File: src/rtl/tcm_port_arbiter.sv
// Two-master arbiter in front of a single-ported TCM, with a 1-entry response tracker.
// Define TCM_ARB_FIXED_PRIO_EN for fixed m0 priority; default build is round-robin.
module tcm_port_arbiter #(
    parameter bit RESET_PRIO = 1'b0
) (
    input  logic        aclk,
    input  logic        areset,

    input  logic        m0_request,
    input  logic [31:0] m0_address,
    input  logic        m0_write_enable,
    input  logic [3:0]  m0_write_byte_enable,
    input  logic [31:0] m0_write_data,
    output logic        m0_grant,
    output logic        m0_valid,
    output logic [31:0] m0_read_data,

    input  logic        m1_request,
    input  logic [31:0] m1_address,
    input  logic        m1_write_enable,
    input  logic [3:0]  m1_write_byte_enable,
    input  logic [31:0] m1_write_data,
    output logic        m1_grant,
    output logic        m1_valid,
    output logic [31:0] m1_read_data,

    output logic        ram_request,
    output logic        ram_write_enable,
    output logic [31:0] ram_address,
    output logic [3:0]  ram_write_byte_enable,
    output logic [31:0] ram_write_data,
    input  logic        ram_grant,
    input  logic        ram_valid,
    input  logic [31:0] ram_read_data
);

    typedef enum logic {
        MASTER_0 = 1'b0,
        MASTER_1 = 1'b1
    } master_e;

    master_e winner;
    logic    accepted;
    logic    rsp_live;

    logic    pending_q, pending_d;
    master_e owner_q,   owner_d;

`ifndef TCM_ARB_FIXED_PRIO_EN
    master_e prio_q, prio_d;
`endif

    // NOTE: every signal written here gets a default first, so no path can infer a latch.
    always_comb begin
        winner = MASTER_0;
`ifdef TCM_ARB_FIXED_PRIO_EN
        if (m1_request && !m0_request) begin
            winner = MASTER_1;
        end
`else
        if (m0_request && !m1_request) begin
            winner = MASTER_0;
        end else if (m1_request && !m0_request) begin
            winner = MASTER_1;
        end else begin
            winner = prio_q;
        end
`endif
    end

    always_comb begin
        ram_request           = (m0_request || m1_request) && !areset;
        ram_write_enable      = m0_write_enable;
        ram_address           = m0_address;
        ram_write_byte_enable = m0_write_byte_enable;
        ram_write_data        = m0_write_data;
        if (winner == MASTER_1) begin
            ram_write_enable      = m1_write_enable;
            ram_address           = m1_address;
            ram_write_byte_enable = m1_write_byte_enable;
            ram_write_data        = m1_write_data;
        end
    end

    // A request only counts as accepted when the RAM takes it outside reset.
    assign accepted = ram_grant && ram_request;
    assign m0_grant = accepted && (winner == MASTER_0) && m0_request;
    assign m1_grant = accepted && (winner == MASTER_1) && m1_request;

    always_comb begin
        pending_d = accepted;
        owner_d   = winner;
`ifndef TCM_ARB_FIXED_PRIO_EN
        prio_d    = prio_q;
        if (accepted) begin
            prio_d = (winner == MASTER_0) ? MASTER_1 : MASTER_0;
        end
`endif
    end

    // NOTE: state flops use non-blocking assignments so every flop samples pre-edge values.
    always_ff @(posedge aclk) begin
        if (areset) begin
            pending_q <= 1'b0;
            owner_q   <= MASTER_0;
`ifndef TCM_ARB_FIXED_PRIO_EN
            prio_q    <= master_e'(RESET_PRIO);
`endif
        end else begin
            pending_q <= pending_d;
            owner_q   <= owner_d;
`ifndef TCM_ARB_FIXED_PRIO_EN
            prio_q    <= prio_d;
`endif
        end
    end

    // Responses with nothing outstanding are dropped; the non-owner always sees zeros.
    assign rsp_live     = pending_q && ram_valid && !areset;
    assign m0_valid     = rsp_live && (owner_q == MASTER_0);
    assign m1_valid     = rsp_live && (owner_q == MASTER_1);
    assign m0_read_data = m0_valid ? ram_read_data : 32'h0;
    assign m1_read_data = m1_valid ? ram_read_data : 32'h0;

endmodule

File: config.mk
export PLATFORM = sky130hd
export DESIGN_NAME = tcm_port_arbiter
export DESIGN_NICKNAME = d
export VERILOG_FILES = /design/src/rtl/tcm_port_arbiter.sv
export SDC_FILE = /design/constraint.sdc
export NUM_CORES = 1
export LEC_CHECK = 0
export CORE_AREA = 2 2 123 125
export CTS_CLUSTER_SIZE = 10
export DETAILED_ROUTE_END_ITERATION = 16
export DIE_AREA = 0 0 125 127
export GPL_ROUTABILITY_DRIVEN = 1
export MAX_ROUTING_LAYER = met4
export PLACE_DENSITY = 0.61
export SLEW_MARGIN = 10
export SYNTH_ARGS = -nofsm -noshare
export SYNTH_HDL_FRONTEND = slang
export SYNTH_SLANG_ARGS = --single-unit
File: constraint.sdc
create_clock -name aclk -period 4.2 [get_ports aclk]
set_clock_uncertainty 0.1 [all_clocks]
set_input_delay 0.63 -clock aclk [delete_from_list [all_inputs] [get_ports aclk]]
set_output_delay 0.63 -clock aclk [all_outputs]
set_load 0.02 [all_outputs]
==> results.sh, run 1 <==
export IMPL_yosysTopAreaCell="mux2_2"
export IMPL_r2r_end="owner_q$_SDFF_PP0_"
export IMPL_insertion_delay_ns=0.22
export IMPL_core_area_um2=14400
export IMPL_synthTopCellsByCount="69 x mux2_2, 64 x and3_1, 13 x clkbuf_1"
export IMPL_crit_cells=5
export IMPL_cts_sinks=3
export IMPL_place_congestion=0.891
export IMPL_synth_edf_count=0
export IMPL_hold_class="flip-flop to flip-flop"
export IMPL_rr_worst_depth=4
export IMPL_synth_seq_cells=3
export IMPL_setup_viol=0
export IMPL_synth_compound_area_share_pct=1.60
export IMPL_cp_data_required_time_ns=3.47
export IMPL_worst_slew_pin_slew_ns=0.487
export IMPL_wl_per_cell_um=15.0
export IMPL_holdPathStages=1
export IMPL_period_minus_slack_ns=3.56
export IMPL_synth_cell_type_count=13
export IMPL_synth_most_common_cell="mux2_2"
export IMPL_io_pins=314
export IMPL_synth_xor_area_share_pct=0
export IMPL_synth_cells=175
export IMPL_numCtsBuffers=3
export IMPL_grt_max_degree=67
export IMPL_dp_cells=657
export IMPL_nets=654
export IMPL_crit_family="buffers and inverters"
export IMPL_grt_pass1_vias=2629
export IMPL_synth_top_family_by_area="multiplexers"
export IMPL_synth_nets=351
export IMPL_finish_utilization_pct=33.4
export IMPL_fp_dieW_um=125
export IMPL_synthAdderAreaFrac_pct=0.757
export IMPL_min_from="prio_q$_SDFFE_PP0N_"
export IMPL_holdBufCountCts=0
export IMPL_drc=0
export IMPL_drtIter0Drc=34
export IMPL_finalSetupTns_ns=0
export IMPL_hold_viol=0
export IMPL_fill_cells=1462
export IMPL_stdcell_count=661
export IMPL_drive_above_1_share_pct=16.6
export IMPL_cts_root_buffer="clkbuf_16"
export IMPL_dr_pass1_iters=6
export IMPL_post_cts_buffers=0
export IMPL_fin_crit_sh_pct=84.7
export IMPL_placed_area_um2=4750
export IMPL_timing_setup_critical_path_class="input pin to output pin"
export IMPL_r2r_start="prio_q$_SDFFE_PP0N_"
export IMPL_crit_path_top_delay_cell="clkdlybuf4s50_1"
export IMPL_ir_drop_v=0.000125
export IMPL_grtUsageTotal_pct=11.7
export IMPL_power_density_nw_per_um2=148
export IMPL_synth_seq_area_share_pct=4.04
export IMPL_drt_wl_total_um=9930
export IMPL_arrival_ns=2.83
export IMPL_h_tree_depth=1
export IMPL_min_to="prio_q$_SDFFE_PP0N_"
export IMPL_synth_area_leaders="mux2_2 52%, and3_1 27%, clkbuf_8 6.5%, dfxtp_1 4.0%, clkbuf_1 3.3%"
export IMPL_area_growth_pct=224
export IMPL_die_area_um2=15900
export IMPL_synthSimpleGateAreaFrac_pct=31.1
export IMPL_stdcell_area_um2=4820
export IMPL_max_cap_viol_count=0
export IMPL_muxShareOfSynthArea_pct=52.2
export IMPL_grt_pass1_wl_um=14600
export IMPL_synth_top_cell_area_share_pct=52.2
export IMPL_leakage_nw=1.98
export IMPL_io_buffers=313
export IMPL_yosysWarningCount=0
export IMPL_max_slew_margin_rel_pct=67.5
export IMPL_synthFlopType="dfxtp_1"
export IMPL_status="completed"
export IMPL_detail_route_antenna_nets=0
export IMPL_r2r_setup_slack_ns=2.86
export IMPL_netlist_area_um2=1490
export IMPL_cp_common_cell="clkdlybuf4s50_1"
export IMPL_rsz0062_at_grt="no"
export IMPL_drv_slew=0
export IMPL_rows=44
export IMPL_path_clk_slew_ns=0.03
export IMPL_ctsResizeCount=0
export IMPL_crit_buf_inv=3
export IMPL_max_freq_mhz=281
export IMPL_path_cells="clkdlybuf4s50_1 -> maj3_2 -> buf_4 -> mux2_2 -> clkdlybuf4s50_1"
export IMPL_worstPathMaxFanout=40
export IMPL_start_kind="input pin"
export IMPL_cp_slowest_stage_delay_ns=0.56
export IMPL_avgSynthCellArea_um2=8.50
export IMPL_start_util_pct=10.3
export IMPL_cts_tree="built"
export IMPL_chipHeight_um=127
export IMPL_routed_via_density=3.82
export IMPL_ys_async_sr_fraction_pct=0
export IMPL_vias=2528
export IMPL_end_kind="output pin"
export IMPL_antenna_found_initial=0
export IMPL_hpwl_um=8800
export IMPL_globalRouteOverflowTotal=0
export IMPL_diodes=0
export IMPL_clk_path_buf_depth=2
## worst reg2reg max path: cells and delay by family (launching register included)
| kind | cells | cell delay (ns) |
|---|---|---|
| buf+inv | 2 | 0.36 |
| flops | 1 | 0.37 |
| simple gates | 1 | 0.13 |
| fa+ha+maj | 1 | 0.32 |
## power by group
group / internal (mW) / switching, mW
Combinational: 0.325 / 0.207
Sequential: 0.0305 / 0.00139
Clock: 0.125 / 0.0254
Total: 0.481 / 0.233
## state kept, by name, summed over array words and instances, names as in the netlist
name,cells
owner_q,1
pending_q,1
prio_q,1
## through the flow
stage | power, mW | setup WS [ns] | hold WS [ns]
after floorplan | 0.252 | 1.94 | 0.366
after global placement | 0.562 | 0.678 | 0.393
after detailed placement | 0.566 | 0.624 | 0.406
after CTS | 0.724 | 0.628 | 0.416
after global routing | 0.751 | 0.557 | 0.463
final | 0.714 | 0.641 | 0.431
## how the worst max path moves through the flow
stage	from	to	slack (ns)
2_1_floorplan	m1_request	ram_address[0]	1.94
3_3_place_gp	m0_request	ram_write_data[11]	0.68
3_5_place_dp	m0_request	ram_write_data[7]	0.62
4_1_cts	m0_request	ram_write_data[7]	0.63
5_1_grt	m0_request	ram_write_data[9]	0.56
6_report	m0_request	ram_address[15]	0.64
## layout by cell type (no fill, tap or decap)
| cell | count |
|---|---|
| nor2_1 | 3 |
| clkdlybuf4s50_1 | 313 |
| and3_1 | 64 |
| buf_4 | 5 |
| clkbuf_16 | 3 |
| inv_1 | 2 |
| nor2b_1 | 3 |
| maj3_2 | 1 |
| a21oi_1 | 3 |
| a311oi_1 | 1 |
| mux2_2 | 69 |
| clkbuf_1 | 1 |
| and2_1 | 3 |
| nor2b_2 | 1 |
| dfxtp_1 | 3 |
| nand2_1 | 2 |
## kinds of logic (layout without fill, tap and decap cells)
| family | Yosys count | after routing |
|---|---|---|
| AOI/OAI and AO/OA | 4 | 4 |
| DFF | 3 | 3 |
| and+or+nand+nor | 76 | 76 |
| adders and majority gates | 1 | 1 |
| buffers and inverters | 22 | 324 |
| muxes | 69 | 69 |
## layout make-up
| class | count | area (um2) | share of cell area, % |
|---|---|---|---|
| tap | 184 | 230 | 4.77 |
| timing repair buffer | 318 | 3170 | 65.7 |
| clock buffer | 4 | 78.8 | 1.63 |
| inverter | 2 | 7.51 | 0.156 |
| sequential | 3 | 60.1 | 1.24 |
| multi-input combinational | 150 | 1280 | 26.5 |
## layer usage
metal	global-route usage, %	vias to the layer above	wire [um]
li1	-	1252	-
met1	12.7	1099	3730
met2	22.8	173	5400
met3	2.22	4	740
met4	1.11	0	53
met5	-	-	0
No activity file was read; power rests on OpenSTA's default activity.
==> inputs of run 2 (changes only) <==
- CORE_AREA: 2 2 123 125 -> 2 2 122 124
- DIE_AREA: 0 0 125 127 -> 0 0 124 126
- PLACE_DENSITY: 0.61 -> 0.62
- clock period: 4.2 -> 3.35 ns (I/O delays scaled with it)
==> run 2 against run 1 <==
  * Clock power up 26%
  * Flip-flop and latch count is the same
  * Global-route usage rose by 2.2 points
==> results.sh, run 2 (same netlist as run 1, synthesis figures left out) <==
export IMPL_start_kind="input pin"
export IMPL_hpwl_um=9970
export IMPL_setup_viol=0
export IMPL_fill_cells=1493
export IMPL_placed_area_um2=4780
export IMPL_ir_drop_v=0.000151
export IMPL_stdcell_area_um2=4850
export IMPL_max_cap_viol_count=0
export IMPL_timing_setup_critical_path_class="input pin to output pin"
export IMPL_finish_utilization_pct=33.9
export IMPL_core_area_um2=14300
export IMPL_max_slew_margin_rel_pct=76.1
export IMPL_power_density_nw_per_um2=188
export IMPL_hold_viol=0
export IMPL_dp_cells=657
export IMPL_drv_slew=0
export IMPL_cts_tree="built"
export IMPL_detail_route_antenna_nets=0
export IMPL_area_growth_pct=226
export IMPL_dr_pass1_iters=4
export IMPL_io_pins=314
export IMPL_place_ws_ns=0.116
export IMPL_start_util_pct=10.4
export IMPL_fin_crit_sh_pct=96.7
export IMPL_mostFrequentLayoutCells="312 x clkdlybuf4s50_1, 69 x mux2_2, 64 x and3_1"
export IMPL_io_buffers=313
export IMPL_fp_dieW_um=124
export IMPL_reg_top3="owner_q (1), pending_q (1), prio_q (1)"
export IMPL_chipHeight_um=126
export IMPL_hold_slack_ns=0.430
export IMPL_drt_wl_total_um=11300
export IMPL_antenna_found_initial=0
export IMPL_path_clk_slew_ns=0.03
export IMPL_h_tree_depth=1
export IMPL_cp_data_required_time_ns=2.75
export IMPL_arrival_ns=2.64
export IMPL_timing_final_ws_setup_ns=0.111
export IMPL_grtUsageTotal_pct=13.9
export IMPL_insertion_delay_ns=0.22
export IMPL_status="completed"
export IMPL_hold_class="flip-flop to flip-flop"
export IMPL_rsz0062_at_grt="no"
export IMPL_grt_max_degree=71
export IMPL_finalPower_mw=0.912
export IMPL_die_area_um2=15600
export IMPL_end_kind="output pin"
export IMPL_drc=0
export IMPL_ctsResizeCount=0
export IMPL_rows=44
export IMPL_grt_pass1_wl_um=15700
export IMPL_globalRouteOverflowTotal=0
export IMPL_clk_path_buf_depth=2
export IMPL_diodes=0
export IMPL_drive_above_1_share_pct=17.0
export IMPL_worstPathMaxFanout=70
export IMPL_post_cts_buffers=0
export IMPL_grt_pass1_vias=2687
export IMPL_period_minus_slack_ns=3.24
export IMPL_routed_via_density=3.95
export IMPL_stdcell_count=661
export IMPL_drtIter0Drc=68
export IMPL_wl_per_cell_um=17.0
export IMPL_max_freq_mhz=309
export IMPL_leakage_nw=2.00
export IMPL_cts_sinks=3
export IMPL_worst_slew_pin_slew_ns=0.358
export IMPL_cts_root_buffer="clkbuf_16"
export IMPL_vias=2609
export IMPL_finalSetupTns_ns=0
export IMPL_layout_cells_most_common="clkdlybuf4s50_1"
export IMPL_place_congestion=0.992
export IMPL_holdBufCountCts=0
export IMPL_nets=654
export IMPL_numCtsBuffers=3
run 2: where the power goes:
part	switching [mW]	internal (mW)
logic	0.269	0.412
registers	0.00165	0.0383
clock network	0.0339	0.157
run 2: final timing paths:
| kind | cells past startpoint | end | slack [ns] | startpoint |
|---|---|---|---|---|
| min reg2reg | 1 | prio_q$_SDFFE_PP0N_ | 0.43 | prio_q$_SDFFE_PP0N_ |
| max reg2reg | 4 | owner_q$_SDFF_PP0_ | 2.05 | prio_q$_SDFFE_PP0N_ |
| max | 5 | ram_write_data[28] | 0.11 | m0_request |
| min | 1 | prio_q$_SDFFE_PP0N_ | 0.43 | prio_q$_SDFFE_PP0N_ |
run 2: routing by layer:
layer	up-vias	global-route usage (%)	part of all wire [%]
li1	1255	-	-
met1	1183	14.4	36
met2	153	25.7	53
met3	18	3.94	8.8
met4	0	2.78	1.8
met5	-	-	0
run 2: cell type report:
type | count | area [um2] | share of cell area, %
Timing Repair Buffer | 318 | 3190 | 65.8
Multi-Input combinational cell | 150 | 1280 | 26.5
Tap cell | 184 | 230 | 4.74
Clock buffer | 4 | 78.8 | 1.62
Sequential cell | 3 | 60.1 | 1.24
Inverter | 2 | 7.51 | 0.155
run 2: worst max-delay path, stage by stage:
cell and delay (ns):
clkdlybuf4s50_1 0.55, maj3_2 0.26, buf_12 0.32, mux2_2 0.41, clkdlybuf4s50_1 0.55
==> inputs of run 3 (changes only) <==
- CORE_AREA: 2 2 122 124 -> 3 3 120 122
- DIE_AREA: 0 0 124 126 -> 0 0 123 125
- PLACE_DENSITY: 0.62 -> 0.64
==> run 3 against run 2 <==
  * Routed wire length down 3.0%
  * Power down 0.67%
  * Combinational power down 0.6%
  * Fmax up 0.82%
  * Die area down 1.6%
  * Sequential power about the same
  * Critical path type unchanged
  * Critical endpoint is now ram_address[22]
  * Largest cell class unchanged
  * Final cell count down 1.2%
==> results.sh, run 3 (same netlist as run 1, synthesis figures left out) <==
export IMPL_status="completed"
export IMPL_drc=0
export IMPL_detail_route_antenna_nets=0
export IMPL_timing_final_ws_setup_ns=0.137
export IMPL_leakage_nw=1.99
export IMPL_h_tree_depth=1
export IMPL_fp_dieW_um=123
export IMPL_vias=2609
export IMPL_cts_root_buffer="clkbuf_16"
export IMPL_io_pins=314
export IMPL_r2r_setup_slack_ns=2.05
export IMPL_hpwl_um=9640
export IMPL_grt_pass1_vias=2733
export IMPL_wl_per_cell_um=16.7
export IMPL_clk_path_buf_depth=2
export IMPL_max_cap_viol_count=0
export IMPL_grt_max_degree=71
export IMPL_p_sw_mw=0.299
export IMPL_end_kind="output pin"
export IMPL_arrival_ns=2.61
export IMPL_timing_setup_critical_path_class="input pin to output pin"
export IMPL_cp_data_required_time_ns=2.75
export IMPL_place_congestion=0.823
export IMPL_reg_top3="owner_q (1), pending_q (1), prio_q (1)"
export IMPL_cp_slowest_stage_delay_ns=0.58
export IMPL_stdcell_count=653
export IMPL_period_minus_slack_ns=3.21
export IMPL_start_kind="input pin"
export IMPL_nets=654
export IMPL_cts_sinks=3
export IMPL_layout_cells_most_common="clkdlybuf4s50_1"
export IMPL_ctsResizeCount=0
export IMPL_mostFrequentLayoutCells="313 x clkdlybuf4s50_1, 69 x mux2_2, 64 x and3_1"
export IMPL_finalSetupTns_ns=0
export IMPL_fin_crit_sh_pct=95.9
export IMPL_ir_drop_v=0.000192
export IMPL_pwr_share_comb_pct=74.7
export IMPL_p_sw_share_pct=33.0
export IMPL_grt_pass1_wl_um=15500
export IMPL_io_buffers=313
export IMPL_max_slew_margin_rel_pct=76.2
export IMPL_holdBufCountCts=0
export IMPL_insertion_delay_ns=0.22
export IMPL_die_area_um2=15400
export IMPL_drive_above_1_share_pct=16.8
export IMPL_crit_family="buffers and inverters"
export IMPL_post_cts_buffers=0
export IMPL_worst_slew_pin_slew_ns=0.357
export IMPL_p_seq_share_pct=4.4
export IMPL_routed_via_density=4.00
export IMPL_diodes=0
export IMPL_start_util_pct=11.2
export IMPL_fill_cells=1341
export IMPL_numCtsBuffers=3
export IMPL_p_int_mw=0.607
export IMPL_area_growth_pct=226
export IMPL_globalRouteOverflowTotal=0
export IMPL_rows=42
export IMPL_setup_viol=0
export IMPL_crit_buf_inv=3
export IMPL_power_density_nw_per_um2=187
export IMPL_hold_viol=0
export IMPL_dr_pass1_iters=4
export IMPL_drt_wl_total_um=10900
export IMPL_place_ws_ns=0.119
export IMPL_hold_class="flip-flop to flip-flop"
export IMPL_dp_cells=649
export IMPL_chipHeight_um=125
export IMPL_path_cells="clkdlybuf4s50_1 -> maj3_2 -> buf_12 -> mux2_2 -> clkdlybuf4s50_1"
export IMPL_grtUsageTotal_pct=13.4
export IMPL_rsz0062_at_grt="no"
export IMPL_path_clk_slew_ns=0.03
export IMPL_crit_path_top_delay_cell="clkdlybuf4s50_1"
export IMPL_worstPathMaxFanout=70
export IMPL_drtIter0Drc=68
export IMPL_core_area_um2=13300
export IMPL_drv_slew=0
export IMPL_max_freq_mhz=311
export IMPL_antenna_found_initial=0
export IMPL_finish_utilization_pct=36.5
export IMPL_cts_tree="built"
export IMPL_clkPwrFrac_pct=20.9
export IMPL_cp_common_cell="clkdlybuf4s50_1"
-- run 3: cell types whose count changed in the layout (fill, tap and decap cells not counted) --
cell             change
clkdlybuf4s50_1      +1
buf_4                -1
-- run 3: worst paths after layout --
kind | cells after the start | to | start
worst min-delay path | 1 | prio_q$_SDFFE_PP0N_ | prio_q$_SDFFE_PP0N_
worst min register to register | 1 | prio_q$_SDFFE_PP0N_ | prio_q$_SDFFE_PP0N_
worst max register to register | 4 | owner_q$_SDFF_PP0_ | prio_q$_SDFFE_PP0N_
worst max-delay path | 5 | ram_address[22] | m0_request
-- run 3: power groups by stage --
stage | combinational (mW) | clock (mW) | sequential [mW]
final | 0.677 | 0.189 | 0.0401
after global routing | 0.710 | 0.196 | 0.0404
after CTS | 0.683 | 0.193 | 0.0402
after detailed placement | 0.679 | 0 | 0.0406
after global placement | 0.675 | 0 | 0.0406
after floorplan | 0.277 | 0 | 0.0396
-- run 3: layout make-up --
cell class	count	area (um2)	share of cell area (%)
clock buffers	4	78.8	1.63
inverters	2	7.51	0.155
multi-input cells	150	1280	26.5
flip-flops and latches	3	60.1	1.24
well taps	176	220	4.54
repair buffers	318	3200	65.9
-- run 3: per-stage QoR --
stage | power, mW | instance area [um2] | hold WS, ns
after floorplan | 0.316 | 1490 | 0.366
after global placement | 0.716 | 4770 | 0.397
after detailed placement | 0.719 | 4770 | 0.416
after CTS | 0.916 | 4850 | 0.422
after global routing | 0.947 | 4850 | 0.441
final | 0.906 | 4850 | 0.423
-- run 3: routing by layer --
layer  up-vias  part of all wire [%]  global-route usage, %
met4         0                   2.2                   4.04
met2       174                    54                   25.7
met1      1168                    35                   13.3
met5         -                     0                      -
met3        14                   9.5                   2.80
li1       1253                     -                      -
-- run 3: worst reg2reg max path, delay by kind of cell, from the launching register on --
family / cells / cell delay [ns]
buffers and inverters: 2 / 0.31
adder cells (fa/ha/maj): 1 / 0.33
AND/OR/NAND/NOR: 1 / 0.13
flip-flops: 1 / 0.36
